## src/rtl/input_debounce_if.sv

```systemverilog
// -----------------------------------------------------------------------------
// input_debounce_if
// Groups the raw inputs, the glitch-counter clear and the debounced outputs of
// input_debounce into a single bundle. clk and reset are not part of the
// bundle; they stay plain ports on the module.
//
// Signals:
//   a_raw, b_raw, c_raw  raw asynchronous levels (driven by master)
//   glitch_clr           synchronous clear of glitch_cnt (driven by master)
//   a, b, c              debounced levels (driven by slave)
//   changed              one-cycle pulse when any of a/b/c flips (slave)
//   glitch_cnt[7:0]      saturating count of aborted transitions (slave)
//   a_rise, b_rise, c_rise  0->1 pulses, only when INPUT_DEBOUNCE_EDGE_EN
//                           is defined (slave)
//
// Modports: master = stimulus/consumer side, slave = the debouncer.
// -----------------------------------------------------------------------------
interface input_debounce_if;
   logic       a_raw;
   logic       b_raw;
   logic       c_raw;
   logic       glitch_clr;
   logic       a;
   logic       b;
   logic       c;
   logic       changed;
   logic [7:0] glitch_cnt;
`ifdef INPUT_DEBOUNCE_EDGE_EN
   logic       a_rise;
   logic       b_rise;
   logic       c_rise;

   modport master (
      output a_raw, b_raw, c_raw, glitch_clr,
      input  a, b, c, changed, glitch_cnt, a_rise, b_rise, c_rise
   );
   modport slave (
      input  a_raw, b_raw, c_raw, glitch_clr,
      output a, b, c, changed, glitch_cnt, a_rise, b_rise, c_rise
   );
`else
   modport master (
      output a_raw, b_raw, c_raw, glitch_clr,
      input  a, b, c, changed, glitch_cnt
   );
   modport slave (
      input  a_raw, b_raw, c_raw, glitch_clr,
      output a, b, c, changed, glitch_cnt
   );
`endif
endinterface

```

## src/rtl/input_debounce.sv

```systemverilog
// -----------------------------------------------------------------------------
// input_debounce
// Three-channel debouncer for asynchronous buttons/strobes. Each channel is
// synchronized through two flops, then a per-channel counter requires
// DB_CYCLES consecutive mismatching cycles before the debounced output takes
// the new level. A mismatch run that ends early is an aborted transition
// (glitch) and bumps a shared saturating 8-bit counter.
//
// Parameter:
//   DB_CYCLES  consecutive mismatch cycles before a flip, 1..255 (default 4)
//
// Ports:
//   clk    single clock, rising edge
//   reset  synchronous, active-high reset
//   bus    input_debounce_if.slave (raw inputs, glitch_clr, debounced
//          outputs, changed pulse, glitch_cnt, optional rise pulses)
//
// Optional feature macro: INPUT_DEBOUNCE_EDGE_EN
//   Defined   -> a_rise/b_rise/c_rise pulse for one cycle on a 0->1 flip.
//   Undefined -> no rise outputs or logic.
//
// Latency: a raw level first sampled at edge N appears on its output at edge
// N + DB_CYCLES + 1 (two synchronizer stages, then DB_CYCLES-1 counting edges
// plus the flipping edge).
// -----------------------------------------------------------------------------
module input_debounce #(
   parameter int unsigned DB_CYCLES = 4
) (
   input  logic                   clk,
   input  logic                   reset,
   input_debounce_if.slave        bus
);

   localparam int unsigned     CNT_W    = $clog2(DB_CYCLES + 1);
   localparam logic [CNT_W-1:0] CNT_LAST = CNT_W'(DB_CYCLES - 1);

   // Channel index 0 = a, 1 = b, 2 = c.
   logic [2:0]       w_raw;
   logic [2:0]       r_s1;
   logic [2:0]       r_s2;
   logic [2:0]       r_out;
   logic [CNT_W-1:0] r_cnt [3];
   logic             r_changed;
   logic [7:0]       r_glitch_cnt;

   logic [2:0]       w_mismatch;
   logic [2:0]       w_flip;
   logic [2:0]       w_abort;

   assign w_raw = {bus.c_raw, bus.b_raw, bus.a_raw};

   // Per-channel decisions for this edge. A channel flips when it has
   // already seen DB_CYCLES-1 mismatches and sees one more; it aborts when
   // the synchronized level returns to the output while still PENDING.
   always_comb begin
      // NOTE: every always_comb output gets a default before any branch so
      // no path leaves it unassigned, which would infer a latch.
      w_mismatch = '0;
      w_flip     = '0;
      w_abort    = '0;
      for (int i = 0; i < 3; i++) begin
         w_mismatch[i] = r_s2[i] ^ r_out[i];
         w_flip[i]     = w_mismatch[i] && (r_cnt[i] == CNT_LAST);
         w_abort[i]    = !w_mismatch[i] && (r_cnt[i] != '0);
      end
   end

   // NOTE: sequential state is updated only with non-blocking assignments so
   // every flop samples the pre-edge values, independent of statement order.
   always_ff @(posedge clk) begin
      if (reset) begin
         r_s1         <= '0;
         r_s2         <= '0;
         r_out        <= '0;
         r_changed    <= 1'b0;
         r_glitch_cnt <= '0;
         // NOTE: r_cnt is a small flop array, not a RAM, so it is cleared
         // here; this is what discards a transition pending at reset.
         for (int i = 0; i < 3; i++) begin
            r_cnt[i] <= '0;
         end
      end else begin
         r_s1 <= w_raw;
         r_s2 <= r_s1;
         for (int i = 0; i < 3; i++) begin
            if (w_flip[i]) begin
               r_out[i] <= r_s2[i];
               r_cnt[i] <= '0;
            end else if (w_mismatch[i]) begin
               r_cnt[i] <= r_cnt[i] + CNT_W'(1);
            end else begin
               r_cnt[i] <= '0;
            end
         end
         // One pulse per flipping edge, however many channels flip.
         r_changed <= |w_flip;
         // Clear wins over a same-edge increment; the count never wraps.
         if (bus.glitch_clr) begin
            r_glitch_cnt <= '0;
         end else if ((|w_abort) && (r_glitch_cnt != 8'hFF)) begin
            r_glitch_cnt <= r_glitch_cnt + 8'd1;
         end
      end
   end

   assign bus.a          = r_out[0];
   assign bus.b          = r_out[1];
   assign bus.c          = r_out[2];
   assign bus.changed    = r_changed;
   assign bus.glitch_cnt = r_glitch_cnt;

`ifdef INPUT_DEBOUNCE_EDGE_EN
   logic [2:0] r_rise;

   // A flip whose new level is 1 is a rising edge of the debounced output.
   always_ff @(posedge clk) begin
      if (reset) begin
         r_rise <= '0;
      end else begin
         r_rise <= w_flip & r_s2;
      end
   end

   assign bus.a_rise = r_rise[0];
   assign bus.b_rise = r_rise[1];
   assign bus.c_rise = r_rise[2];
`endif

endmodule

```

## src/flat_wrapper.sv

```systemverilog
// flat-port wrapper written by rule: the top's interface ports become plain ports
module input_debounce_flat 
#(
   parameter int unsigned DB_CYCLES = 4
)
  (clk, reset, bus_a_raw, bus_b_raw, bus_c_raw, bus_glitch_clr, bus_a, bus_b, bus_c, bus_changed, bus_glitch_cnt);
  input_debounce_if bus_i ();
  input  logic clk;
  input  logic reset;
  input wire logic [$bits(bus_i.a_raw)-1:0] bus_a_raw;
  input wire logic [$bits(bus_i.b_raw)-1:0] bus_b_raw;
  input wire logic [$bits(bus_i.c_raw)-1:0] bus_c_raw;
  input wire logic [$bits(bus_i.glitch_clr)-1:0] bus_glitch_clr;
  output wire logic [$bits(bus_i.a)-1:0] bus_a;
  output wire logic [$bits(bus_i.b)-1:0] bus_b;
  output wire logic [$bits(bus_i.c)-1:0] bus_c;
  output wire logic [$bits(bus_i.changed)-1:0] bus_changed;
  output wire logic [$bits(bus_i.glitch_cnt)-1:0] bus_glitch_cnt;
  assign bus_i.a_raw = bus_a_raw;
  assign bus_i.b_raw = bus_b_raw;
  assign bus_i.c_raw = bus_c_raw;
  assign bus_i.glitch_clr = bus_glitch_clr;
  assign bus_a = bus_i.a;
  assign bus_b = bus_i.b;
  assign bus_c = bus_i.c;
  assign bus_changed = bus_i.changed;
  assign bus_glitch_cnt = bus_i.glitch_cnt;
  input_debounce #(.DB_CYCLES(DB_CYCLES)) u_core (.clk(clk), .reset(reset), .bus(bus_i));
endmodule
```

## config.mk

```make
export PLATFORM = sky130hd
export DESIGN_NAME = input_debounce_flat
export DESIGN_NICKNAME = d
export VERILOG_FILES = /design/src/rtl/input_debounce_if.sv /design/src/rtl/input_debounce.sv /design/src/flat_wrapper.sv
export SDC_FILE = /design/constraint.sdc
export NUM_CORES = 1
export LEC_CHECK = 0
export CAP_MARGIN = 10
export CORE_MARGIN = 4
export CORE_UTILIZATION = 39
export DETAILED_ROUTE_END_ITERATION = 8
export REMOVE_ABC_BUFFERS = 1
export SYNTH_ARGS = -nofsm -noshare
export SYNTH_HDL_FRONTEND = slang
export SYNTH_SLANG_ARGS = --single-unit
```

## constraint.sdc

```tcl
create_clock -name clk -period 4.9 [get_ports clk]
set_clock_uncertainty 0.15 [all_clocks]
set_input_delay 0.735 -clock clk [delete_from_list [all_inputs] [get_ports clk]]
set_output_delay 0.735 -clock clk [all_outputs]
set_load 0.05 [all_outputs]
```

* After elaboration in Yosys (flattened, before gate mapping)
Memory sizes are Yosys's and may differ from the RTL's. Cells that the tools add are included.
Word-level totals: output and inout bits 12, bits in registers 18, memories 1, bits of input ports 6, RAM bits 9, word-level logic and storage cells 88
Cells by class: bitwise logic cells 12, reductions and logical operators 16, equality and inequality tests 4, $add $sub $neg 4, multiplexer cells 44
Memory list:
- u_core.r_cnt | words 3, width 3, read ports 3, clocked after Yosys merged registers in 0, wr ports 3, line input_debounce.sv:42 | logic [CNT_W-1:0] r_cnt [3];
Operators by type and width (number):
- $mux 1 | 35
- $mux 3 | 9
- $add 3x1->3 const B | 3
- $eq 3x2->1 const B | 3
- $or 1x1->1 | 9
- $reduce_bool 3->1 | 3
- $add 8x1->8 const B | 1
- $ne 8x8->1 const B | 1
- $logic_and 1x1->1 | 7
- $reduce_or 3->1 | 2
- $logic_not 1->1 | 3
- $xor 1x1->1 | 3
- $reduce_or 2->1 | 1

* Depth between registers and ports, before layout
Gate-level depths: netlist of the first run.
depth in word-level cells 8, mapped depth 8, gate-level depth less buffers 7

* Worst setup path before layout of the first run
OpenSTA, ideal clock, no wires.
kind register -> register, from reg u_core.r_out[1], to reg u_core.r_glitch_cnt[7], in the netlist u_core.bus.glitch_cnt[7], setup time 70 ps, cell stages (with the launch flop) 6, period minus slack after synthesis 1969 ps, arrival 1750 ps, path slack 2931 ps, required time 4680 ps, path buffers 0, cells stage by stage dfxtp_1 > xnor2_1 > o21ai_1 > a31o_1 > or4_1 > a21oi_1
Between the ends: cells in the longest elaborated chain, start to end 5
RTL lines:
- start, declared | line input_debounce.sv:41 | logic [2:0] r_out;
- start signal, assigned by index | line input_debounce.sv:87 | r_out[i] <= r_s2[i];
- $xor 1x1->1 | line input_debounce.sv:62 | w_mismatch[i] = r_s2[i] ^ r_out[i];
- $logic_not 1->1 | line input_debounce.sv:64 | w_abort[i] = !w_mismatch[i] && (r_cnt[i] != '0);
- $logic_and 1x1->1 | line input_debounce.sv:64
- $reduce_or 3->1 | line input_debounce.sv:100 | end else if ((|w_abort) && (r_glitch_cnt != 8'hFF)) begin
- $logic_and 1x1->1 | line input_debounce.sv:100
- end signal, assigned | line input_debounce.sv:101 | r_glitch_cnt <= r_glitch_cnt + 8'd1;
- end, declared | line input_debounce.sv:44 | logic [7:0] r_glitch_cnt;
Every way passes these cells. A chain may end at the register's enable or synchronous reset.

* Worst setup path after layout of the first run
from reg u_core.r_glitch_cnt[2], in the netlist u_core.bus.glitch_cnt[2], to out bus_glitch_cnt[2]
RTL lines:
- end, declared | line flat_wrapper.sv:18 | output wire logic [$bits(bus_i.glitch_cnt)-1:0] bus_glitch_cnt;
No word-level cell between the ends.

==> results of run 1 <==
==> power groups by stage <==
stage	registers (W)	clock network (W)	logic, W
2_1_floorplan	0.000251	0	0.0000168
3_3_place_gp	0.000247	0	0.0000319
3_5_place_dp	0.000248	0	0.0000327
4_1_cts	0.000243	0.000105	0.0000329
5_1_grt	0.000244	0.000117	0.0000371
6_report	0.000242	0.000102	0.0000325
==> area by class of cell <==
cell class,count,area (um^2),share of cell area [%]
clock inverters,1,7.51,0.494
flip-flops and latches,27,631,41.5
multi-input cells,88,567,37.3
repair buffers,17,170,11.2
inverters,18,67.6,4.44
clock buffers,3,22.5,1.48
well taps,44,55.1,3.62
==> how the worst max path moves through the flow <==
stage,startpoint,slack [ns],end
6_report,u_core.bus.glitch_cnt[2]$_SDFFE_PP0P_,2.34,bus_glitch_cnt[2]
5_1_grt,u_core.bus.glitch_cnt[2]$_SDFFE_PP0P_,2.31,bus_glitch_cnt[2]
4_1_cts,u_core.bus.glitch_cnt[2]$_SDFFE_PP0P_,2.35,bus_glitch_cnt[2]
3_5_place_dp,reset,2.29,u_core.bus.glitch_cnt[4]$_SDFFE_PP0P_
3_3_place_gp,reset,2.34,u_core.bus.glitch_cnt[4]$_SDFFE_PP0P_
2_1_floorplan,u_core.r_out[1]$_SDFFE_PP0P_,2.82,u_core.bus.glitch_cnt[7]$_SDFFE_PP0P_
==> cells in the final DEF, fill, tap and decap left out, types with 2 or more instances in the layout <==
| master | instances |
|---|---|
| inv_1 | 18 |
| dfxtp_1 | 18 |
| clkdlybuf4s50_1 | 17 |
| nor2_1 | 15 |
| ha_1 | 10 |
| edfxtp_1 | 9 |
| conb_1 | 9 |
| nor2b_1 | 7 |
| or3_1 | 5 |
| o21ai_1 | 5 |
| nand3_1 | 5 |
| nand2_1 | 4 |
| xnor2_1 | 3 |
| mux2i_1 | 3 |
| a21oi_1 | 3 |
| clkbuf_4 | 3 |
| and3_1 | 2 |
| o211ai_1 | 2 |
| or4_1 | 2 |
==> sequential cells by signal, indices dropped and copies added (netlist names) <==
name	cells
u_core.r_out	3
u_core.bus.changed	1
u_core.r_s1	3
u_core.r_cnt	9
u_core.bus.glitch_cnt	8
u_core.r_s2	3
==> per-stage QoR <==
| step | cells | utilization, % | hold slack, ns |
|---|---|---|---|
| global placement | 194 | 48.8 | 0.267 |
| finish | 198 | 49.8 | 0.309 |
| floorplan | 133 | - | 0.264 |
| global route | 198 | 49.8 | 0.323 |
| detailed placement | 194 | 48.8 | 0.280 |
| CTS | 198 | 49.8 | 0.315 |
==> routing by layer <==
metal  vias to the layer above  global-route usage [%]  routed length, um
met5                         -                       0                  0
li1                        470                       -                  -
met2                        23                    20.7               1060
met4                         0                    4.22                 38
met1                       421                    13.9                994
met3                         7                    2.77                106
==> kinds of logic (layout without fill, tap and decap cells) <==
group / after synthesis / in the layout / synth area share, %
flip-flops: 27 / 27 / 50.6
XOR/XNOR: 4 / 4 / 2.81
buffers and inverters: 21 / 39 / 6.42
multiplexers: 3 / 3 / 2.41
AND/OR/NAND/NOR: 44 / 44 / 18.0
AO/OA/AOI/OAI: 18 / 18 / 9.53
other: 1 / 9 / 0.301
adder cells (fa/ha/maj): 10 / 10 / 10.0
==> summary.md, run 1 <==
| Metric | Value |
|---|---|
| Status | finished clean |
| Seq/Total Area, Yosys | 50.6% |
| Clock share of power | 27.1% |
| Synth top cells by count | 18 x dfxtp_1, 18 x inv_1, 15 x nor2_1 |
| DR iter-0 viols | 36 |
| Post-CTS sizing | 0 |
| Slew Limit Headroom | 66.6% |
| Buf/Inv on CP | 1 |
| Die ar. | 4170 um^2 |
| First-pass GRT wire length | 3880 um |
| Hold_sp | u_core.r_s1[0]$_SDFF_PP0_ |
| Flop pwr share | 64.3% |
| CP top delay family | buffers and inverters |
| Core Area | 3050 um^2 |
| Final hold vios | 0 |
| Vias in the first global route | 926 |
| Syn Std Cell Area | 1250 um^2 |
| Clk_lat worst skew | 0.33 ns |
| Placed inst area | 1490 um^2 |
| CP Launch Type | flop |
| I/O pin count | 18 |
| Crit path depth | 1 |
| Synth cell types | 32 |
| Hold Path Cell Cnt | 1 |
| GRT Resource Usage Total | 11.8% |
| Post-synth EDFFs | 9 |
| Die extent in y | 64.6 um |
| Maxcap violations | 0 |
| Fin crit period | 2.56 ns |
| Chip Width | 64.6 um |
| Htree depth | 1 |
| CP Max Fanout | 7 |
| Clock buffer depth | 2 |
| DRC Markers | 0 |
| Post-detailed-placement half-perimeter wirelength | 1710 um |
| Critical Path RT | 4.01 ns |
| Critical Path AT | 1.67 ns |
| Pin count of the biggest net entering global routing | 17 |
| FF-to-FF Start | u_core.r_cnt[1][0]$_SDFFCE_PP0P_ |
| Static leakage | 0.603 nW |
| VDD IR-drop max | 0.116 mV |
| Antenna violations before repair | 0 |
| Ys async rst share | 0% |
| Slew @ Worst Pin | 0.499 ns |
| Final Worst Setup Slack | 2.34 ns |
| Min-Delay Path Class | flop to flop |
| R2R cell count | 7 |
| Congestion Overflow GR | 0 |
| Period utilization | 52.2% |
| CP Cell Sequence | clkdlybuf4s50_1 |
| CP max stage delay | 0.85 ns |
| Avg WL per Cell | 11.1 um |
| RR Endpoint | u_core.bus.glitch_cnt[7]$_SDFFE_PP0P_ |
| Post-route ant nets | 0 |
| Total Wirelength | 2190 um |
| Syn avg cell area | 9.75 um^2 |
| Site Rows | 20 |
| CTS clk-pin slew, worst paths | 0.16 ns |
| Pre-CTS WS | 2.29 ns |
| Gate power share | 8.6% |
| TritonCTS buffer count | 3 |
| Pwr Total | 0.000377 W |
| First-pass iteration count of the detailed router | 4 |
| Layout cells sized above 1 | 3.90% |
| Area growth, synth to finish | 21.9% |
| Ant. Diodes | 0 |
| Fillers | 321 |
| CTS tree | done |
| Total number of yosys warnings | 0 |
| Sw Pwr | 0.0000939 W |
| Reg2Reg Setup Slack | 2.83 ns |
| Critical path class | flop to output pin |
| Cell count after synthesis | 128 |
| Final Cell Area | 1520 um^2 |
| Setup TNS | 0 ns |
| Cell Int Power | 0.000283 W |
| Gp weighted congestion | 0.810 |
| Yosys reg bits | 27 |
| Unrepaired setup endpoints after global routing | no |
| Routed vias | 921 |
| Hold_buf cts | 0 |
| FMAX | 391 MHz |
| WHS Endpoint | u_core.r_s2[0]$_SDFF_PP0_ |
| Slowest-stage cell, CP | clkdlybuf4s50_1 |
| Primary FF master, synth | dfxtp_1 |
| Power density over the cells | 248 nW/um^2 |
| Setup violators final | 0 |
| Net Sw Frac | 24.9% |
| Clk sink count | 27 |
| Pins over their slew limit | 0 |
| IO buf count | 17 |
| Post-CTS setup buffers | 0 |
| Layout Nets | 171 |
| Root Driver | clkbuf_4 |
| Worst setup EP type | output pin |
| Initial core utilization | 40.9% |
| Top cells by area, synth | dfxtp_1 29%, edfxtp_1 22%, ha_1 10% |
| Post-synth top area share | 28.9% |
| Yosys top cell by area | dfxtp_1 |
| Vias per cell | 4.65 |
(Power assumes the default switching activity.)
==> run 2: changes to the inputs <==
==> constraint.sdc (replaced) <==
create_clock -name clk -period 2.1 [get_ports clk]
set_clock_uncertainty 0.15 [all_clocks]
set_input_delay 0.315 -clock clk [delete_from_list [all_inputs] [get_ports clk]]
set_output_delay 0.315 -clock clk [all_outputs]
set_load 0.05 [all_outputs]
==> run 2 against run 1 <==
Against the previous run:
- die area unchanged
- sequential share of layout area down 0.64 points
- via count down 1.3%
- global-route usage down 0.15 points
- critical path depth unchanged
- sequential cell count unchanged
- non-clock buffer count up 1
- power up 130%
- register-to-register slack worse by 2.7 ns
- highest routed layer unchanged
- design area up 1.6%
- clock power up 120%
==> summary.md, run 2 (synthesized netlist as in run 1, its figures left out) <==
| Metric | Value |
|---|---|
| Clock buffer depth | 2 (unchanged) |
| Avg WL per Cell | 11.1 um (+0.13%) |
| First-pass iteration count of the detailed router | 4 (unchanged) |
| CP Max Fanout | 4 (-3) |
| DR iter-0 viols | 41 (+14%) |
| Slew Limit Headroom | 65.6% (-1.0 points) |
| Slew @ Worst Pin | 0.514 ns (+0.0155 ns) |
| Initial core utilization | 40.9% (unchanged) |
| Pin count of the biggest net entering global routing | 15 (-2) |
| Post-CTS setup buffers | 0 (unchanged) |
| Static leakage | 0.708 nW (+17%) |
| Critical Path RT | 1.63 ns (-2.38 ns) |
| Htree depth | 1 (unchanged) |
| Buf/Inv on CP | 1 (unchanged) |
| Highest-count cells in the layout ignoring fill and taps | 18 x inv_1, 18 x dfxtp_1, 15 x nor2_1, 11 x clkdlybuf4s50_1, 10 x ha_1 |
| Pwr Total | 0.000872 W (+130%) |
| CP Launch Type | flop |
| Hold_sp | u_core.r_s1[1]$_SDFF_PP0_ |
| Vias per cell | 4.57 (-1.8%) |
| Fin crit period | 2.02 ns |
| Ant. Diodes | 0 (unchanged) |
| Antenna violations before repair | 0 (unchanged) |
| Critical path class | flop to output pin |
| Area growth, synth to finish | 23.8% |
| Maxcap violations | 0 (unchanged) |
| Clk_lat worst skew | 0.32 ns (about the same) |
| Power density over the cells | 565 nW/um^2 (+130%) |
| Site Rows | 20 (unchanged) |
| Hold_buf cts | 0 (unchanged) |
| FF-to-FF Start | u_core.r_cnt[2][0]$_SDFFCE_PP0P_ |
| Congestion Overflow GR | 0 (unchanged) |
| CTS clk-pin slew, worst paths | 0.14 ns (-0.02 ns) |
| Layout Nets | 172 (+0.58%) |
| Die extent in y | 64.6 um (unchanged) |
| Number of flip-flops in the largest register | 9 (unchanged) |
| Critical Path AT | 1.55 ns (-0.12 ns) |
| CP max stage delay | 0.83 ns (-0.02 ns) |
| GRT Resource Usage Total | 11.6% (-0.15 points) |
| Pins over their slew limit | 0 (unchanged) |
| Status | finished clean |
| Worst setup EP type | output pin |
| IO buf count | 17 (unchanged) |
| FMAX | 495 MHz |
| I/O pin count | 18 (unchanged) |
| Gp weighted congestion | 0.785 (-3.1%) |
| Root Driver | clkbuf_4 |
| Core Area | 3050 um^2 (unchanged) |
| Setup violators final | 0 (unchanged) |
| Die ar. | 4170 um^2 (unchanged) |
| Setup TNS | 0 ns (unchanged) |
| CP Cell Sequence | clkdlybuf4s50_1 |
| Slowest-stage cell, CP | clkdlybuf4s50_1 |
| First-pass GRT wire length | 3790 um (-2.3%) |
| Post-route ant nets | 0 (unchanged) |
| Chip Width | 64.6 um (unchanged) |
| CP top delay family | buffers and inverters |
| VDD IR-drop max | 0.254 mV (+120%) |
| TritonCTS buffer count | 3 (unchanged) |
| CTS tree | done |
| DRC Markers | 0 (unchanged) |
| Final hold vios | 0 (unchanged) |
| Min-Delay Path Class | flop to flop |
| Largest register by flop count | u_core.r_cnt |
| Total Wirelength | 2210 um (+0.64%) |
| Post-detailed-placement half-perimeter wirelength | 1670 um (-1.9%) |
| Final Core Density | 50.6% (+0.78 points) |
| Routed vias | 909 (-1.3%) |
| Vias in the first global route | 901 (-2.7%) |
| Pre-CTS WS | 0.134 ns (-2.16 ns) |
| Final Worst Setup Slack | 0.0810 ns (-2.26 ns) |
| Fillers | 305 (-5.0%) |
| CP startpoint | u_core.bus.glitch_cnt[1]$_SDFFE_PP0P_ |
| Sequential Area | 631 um^2 (unchanged) |
| Layout cells sized above 1 | 4.52% (+0.62 points) |
| Multi-input combinational cell area | 576 um^2 (+1.5%) |
| Clk sink count | 27 (unchanged) |
| Period utilization | 96.1% |
-- run 2: per-layer routing --
metal | vias up | routed length, um | track usage [%]
met5 | - | 0 | 0
met2 | 18 | 1060 | 19.3
met4 | 0 | 21 | 5.54
li1 | 474 | - | -
met1 | 415 | 1010 | 13.8
met3 | 2 | 117 | 3.29
-- run 2: report_power, final --
part / switching (W) / internal, W / leakage (nW)
clock network: 0.000153 / 0.0000743 / 0.0150
logic: 0.0000454 / 0.0000339 / 0.453
registers: 0.0000102 / 0.000556 / 0.239
total: 0.000208 / 0.000664 / 0.708
-- run 2: stage by stage --
step	hold WS, ns	std cells	cell area, um^2
floorplan	0.237	133	1260
global placement	0.278	195	1500
detailed placement	0.282	195	1500
CTS	0.311	199	1520
global route	0.322	199	1540
finish	0.309	199	1540
-- run 2: final timing paths --
kind              slack, ns                                     to  cells after the start
hold / removal         0.31              u_core.r_s2[1]$_SDFF_PP0_                      1
setup / recovery       0.08                      bus_glitch_cnt[1]                      1
hold reg to reg        0.31              u_core.r_s2[1]$_SDFF_PP0_                      1
setup reg to reg       0.15  u_core.bus.glitch_cnt[7]$_SDFFE_PP0P_                      7
-- run 2: final cells by class --
type | instances | area share (%)
well taps | 44 | 3.57
flip-flops and latches | 27 | 40.8
clock buffers | 4 | 1.70
inverters | 18 | 4.38
multi-input cells | 88 | 37.3
repair buffers | 18 | 12.2
-- run 2: repair_timing --
action                                  in CTS  in global routing
gates resized for setup                      1                  7
pin swaps                                    0                  1
endpoints found under the setup margin       1                  6
hold endpoints to repair                     0                  0
==> run 3: changes to the inputs <==
--- a/config.mk
+++ b/config.mk
@@ -6,8 +6,8 @@
 export NUM_CORES = 1
 export LEC_CHECK = 0
 export CAP_MARGIN = 10
-export CORE_MARGIN = 4
 export CORE_UTILIZATION = 39
+export CTS_CLUSTER_SIZE = 40
 export DETAILED_ROUTE_END_ITERATION = 8
 export REMOVE_ABC_BUFFERS = 1
 export SYNTH_ARGS = -nofsm -noshare
==> run 3 against run 2 <==
Against the previous run:
- combinational power hardly changed
- non-clock buffer count is 1 higher
- sequential cell count stayed put
- worst setup slack worse by 0.013 ns
- largest power group unchanged
- highest routed layer unchanged
==> summary.md, run 3 (synthesized netlist as in run 1, its figures left out) <==
| Metric | Value |
|---|---|
| Worst setup EP type | output pin |
| Fin crit period | 2.03 ns (+0.0133 ns) |
| CP Cell Sequence | clkdlybuf4s50_1 |
| Initial core utilization | 40.9% (unchanged) |
| Period utilization | 96.8% (+0.64 points) |
| Die extent in y | 58.6 um (-9.3%) |
| Worst Setup EP | bus_glitch_cnt[0] |
| Gp weighted congestion | 0.743 (-5.4%) |
| Vias per cell | 4.63 (+1.3%) |
| Root Driver | clkbuf_4 |
| Avg WL per Cell | 10.0 um (-9.9%) |
| Final hold vios | 0 (unchanged) |
| Htree depth | 1 (unchanged) |
| Slew @ Worst Pin | 0.511 ns (-0.00294 ns) |
| Critical Path RT | 1.63 ns (about the same) |
| Post-detailed-placement half-perimeter wirelength | 1520 um (-9.2%) |
| Pins over their slew limit | 0 (unchanged) |
| I/O pin count | 18 (unchanged) |
| Layout cells sized above 1 | 5.77% (+1.3 points) |
| Slew Limit Headroom | 65.8% (+0.20 points) |
| CTS tree | done |
| Total Wirelength | 2000 um (-9.5%) |
| TritonCTS buffer count | 3 (unchanged) |
| Largest register by flop count | u_core.r_cnt |
| RR Endpoint | u_core.bus.glitch_cnt[7]$_SDFFE_PP0P_ |
| VDD IR-drop max | 0.292 mV (+15%) |
| Post-CTS setup buffers | 0 (unchanged) |
| Vias in the first global route | 854 (-5.2%) |
| Pre-CTS WS | 0.137 ns (+0.00310 ns) |
| Clock buffer depth | 2 (unchanged) |
| FMAX | 492 MHz (-0.66%) |
| Pin count of the biggest net entering global routing | 15 (unchanged) |
| Chip Width | 58.6 um (-9.3%) |
| Clk sink count | 27 (unchanged) |
| CP max stage delay | 0.82 ns (about the same) |
| Routed vias | 925 (+1.8%) |
| Crit path depth | 1 (unchanged) |
| DRC Markers | 0 (unchanged) |
| Area growth, synth to finish | 23.9% (about the same) |
| Congestion Overflow GR | 0 (unchanged) |
| GRT Resource Usage Total | 13.6% (+2.0 points) |
| Number of flip-flops in the largest register | 9 (unchanged) |
| CP Launch Type | flop |
| CP startpoint | u_core.bus.glitch_cnt[0]$_SDFFE_PP0P_ |
| Die ar. | 3430 um^2 (-18%) |
| Final Core Density | 50.6% (about the same) |
| Final Worst Setup Slack | 0.0677 ns (-0.0133 ns) |
| Setup violators final | 0 (unchanged) |
| Min-Delay Path Class | flop to flop |
| First-pass GRT wire length | 3530 um (-6.9%) |
| Ant. Diodes | 0 (unchanged) |
| Site Rows | 20 (unchanged) |
| Layout Nets | 173 (+0.58%) |
| R2R cell count | 7 (unchanged) |
| DR iter-0 viols | 34 (-17%) |
| Highest-count cells in the layout ignoring fill and taps | 18 x inv_1, 18 x dfxtp_1, 15 x nor2_1, 13 x clkdlybuf4s50_1, 10 x ha_1 |
| Critical Path AT | 1.57 ns (+0.02 ns) |
| FF-to-FF Start | u_core.r_cnt[1][0]$_SDFFCE_PP0P_ |
| Static leakage | 0.677 nW (-4.4%) |
| Buf/Inv on CP | 1 (unchanged) |
| Pwr Total | 0.000869 W (-0.40%) |
| Status | finished clean |
| CP top delay family | buffers and inverters |
| Critical path class | flop to output pin |
| First-pass iteration count of the detailed router | 4 (unchanged) |
| Setup TNS | 0 ns (unchanged) |
| Core Area | 3050 um^2 (unchanged) |
| Post-route ant nets | 0 (unchanged) |
| Clk_lat worst skew | 0.32 ns (about the same) |
| CP Max Fanout | 4 (unchanged) |
| Reg2Reg Setup Slack | 0.15 ns (about the same) |
| CTS clk-pin slew, worst paths | 0.14 ns (about the same) |
| Unrepaired setup endpoints after global routing | no |
| Antenna violations before repair | 0 (unchanged) |
| Slowest-stage cell, CP | clkdlybuf4s50_1 |
| IO buf count | 17 (unchanged) |
| Power density over the cells | 562 nW/um^2 (-0.48%) |
| Maxcap violations | 0 (unchanged) |
==> run 3: cell count changes in the layout (fill, tap and decap cells not counted), sizes merged <==
cell	previous run	this run
dlymetal6s2s	5	3
clkdlybuf4s50	11	13
buf	1	2
==> run 3: worst min path at each step <==
stage	slack [ns]	endpoint	start	cells after the start
3_5_place_dp	0.28	u_core.r_s2[0]$_SDFF_PP0_	u_core.r_s1[0]$_SDFF_PP0_	1
4_1_cts	0.31	u_core.r_s2[0]$_SDFF_PP0_	u_core.r_s1[0]$_SDFF_PP0_	1
2_1_floorplan	0.24	u_core.r_s1[0]$_SDFF_PP0_	reset	1
3_3_place_gp	0.27	u_core.r_s2[0]$_SDFF_PP0_	u_core.r_s1[0]$_SDFF_PP0_	1
6_report	0.31	u_core.r_s2[1]$_SDFF_PP0_	u_core.r_s1[1]$_SDFF_PP0_	1
5_1_grt	0.32	u_core.r_s2[2]$_SDFF_PP0_	u_core.r_s1[2]$_SDFF_PP0_	1
==> run 3: layout make-up <==
cell class | count | area (um^2)
timing repair buffer | 19 | 191
tap | 44 | 55.1
inverter | 18 | 67.6
clock buffer | 4 | 26.3
multi-input combinational | 88 | 574
sequential | 27 | 631
fill | 310 | 1510
==> run 3: report_power, final <==
group          switching (W)  leakage [nW]  internal, W
clock network       0.000150        0.0150    0.0000745
registers         0.00000985         0.239     0.000556
logic              0.0000441         0.422    0.0000348
==> run 3: metrics by stage <==
step                      instance area (um^2)  hold slack (ns)  instances
after global routing                      1550            0.320        200
final                                     1550            0.305        200
after CTS                                 1530            0.307        200
after floorplan                           1260            0.237        133
after global placement                    1510            0.272        196
after detailed placement                  1510            0.275        196
==> run 3: metal layers <==
metal	vias to the layer above	share of wire (%)	GRT usage, %
li1	479	-	-
met1	415	46	16.7
met2	26	46	22.8
met3	5	5.6	2.42
met4	0	2.3	7.14
met5	-	0	0
==> run 3: timing repair <==
action	in CTS	in global routing
setup endpoints to repair	1	3
gates resized for setup	1	5
hold buffers	0	0
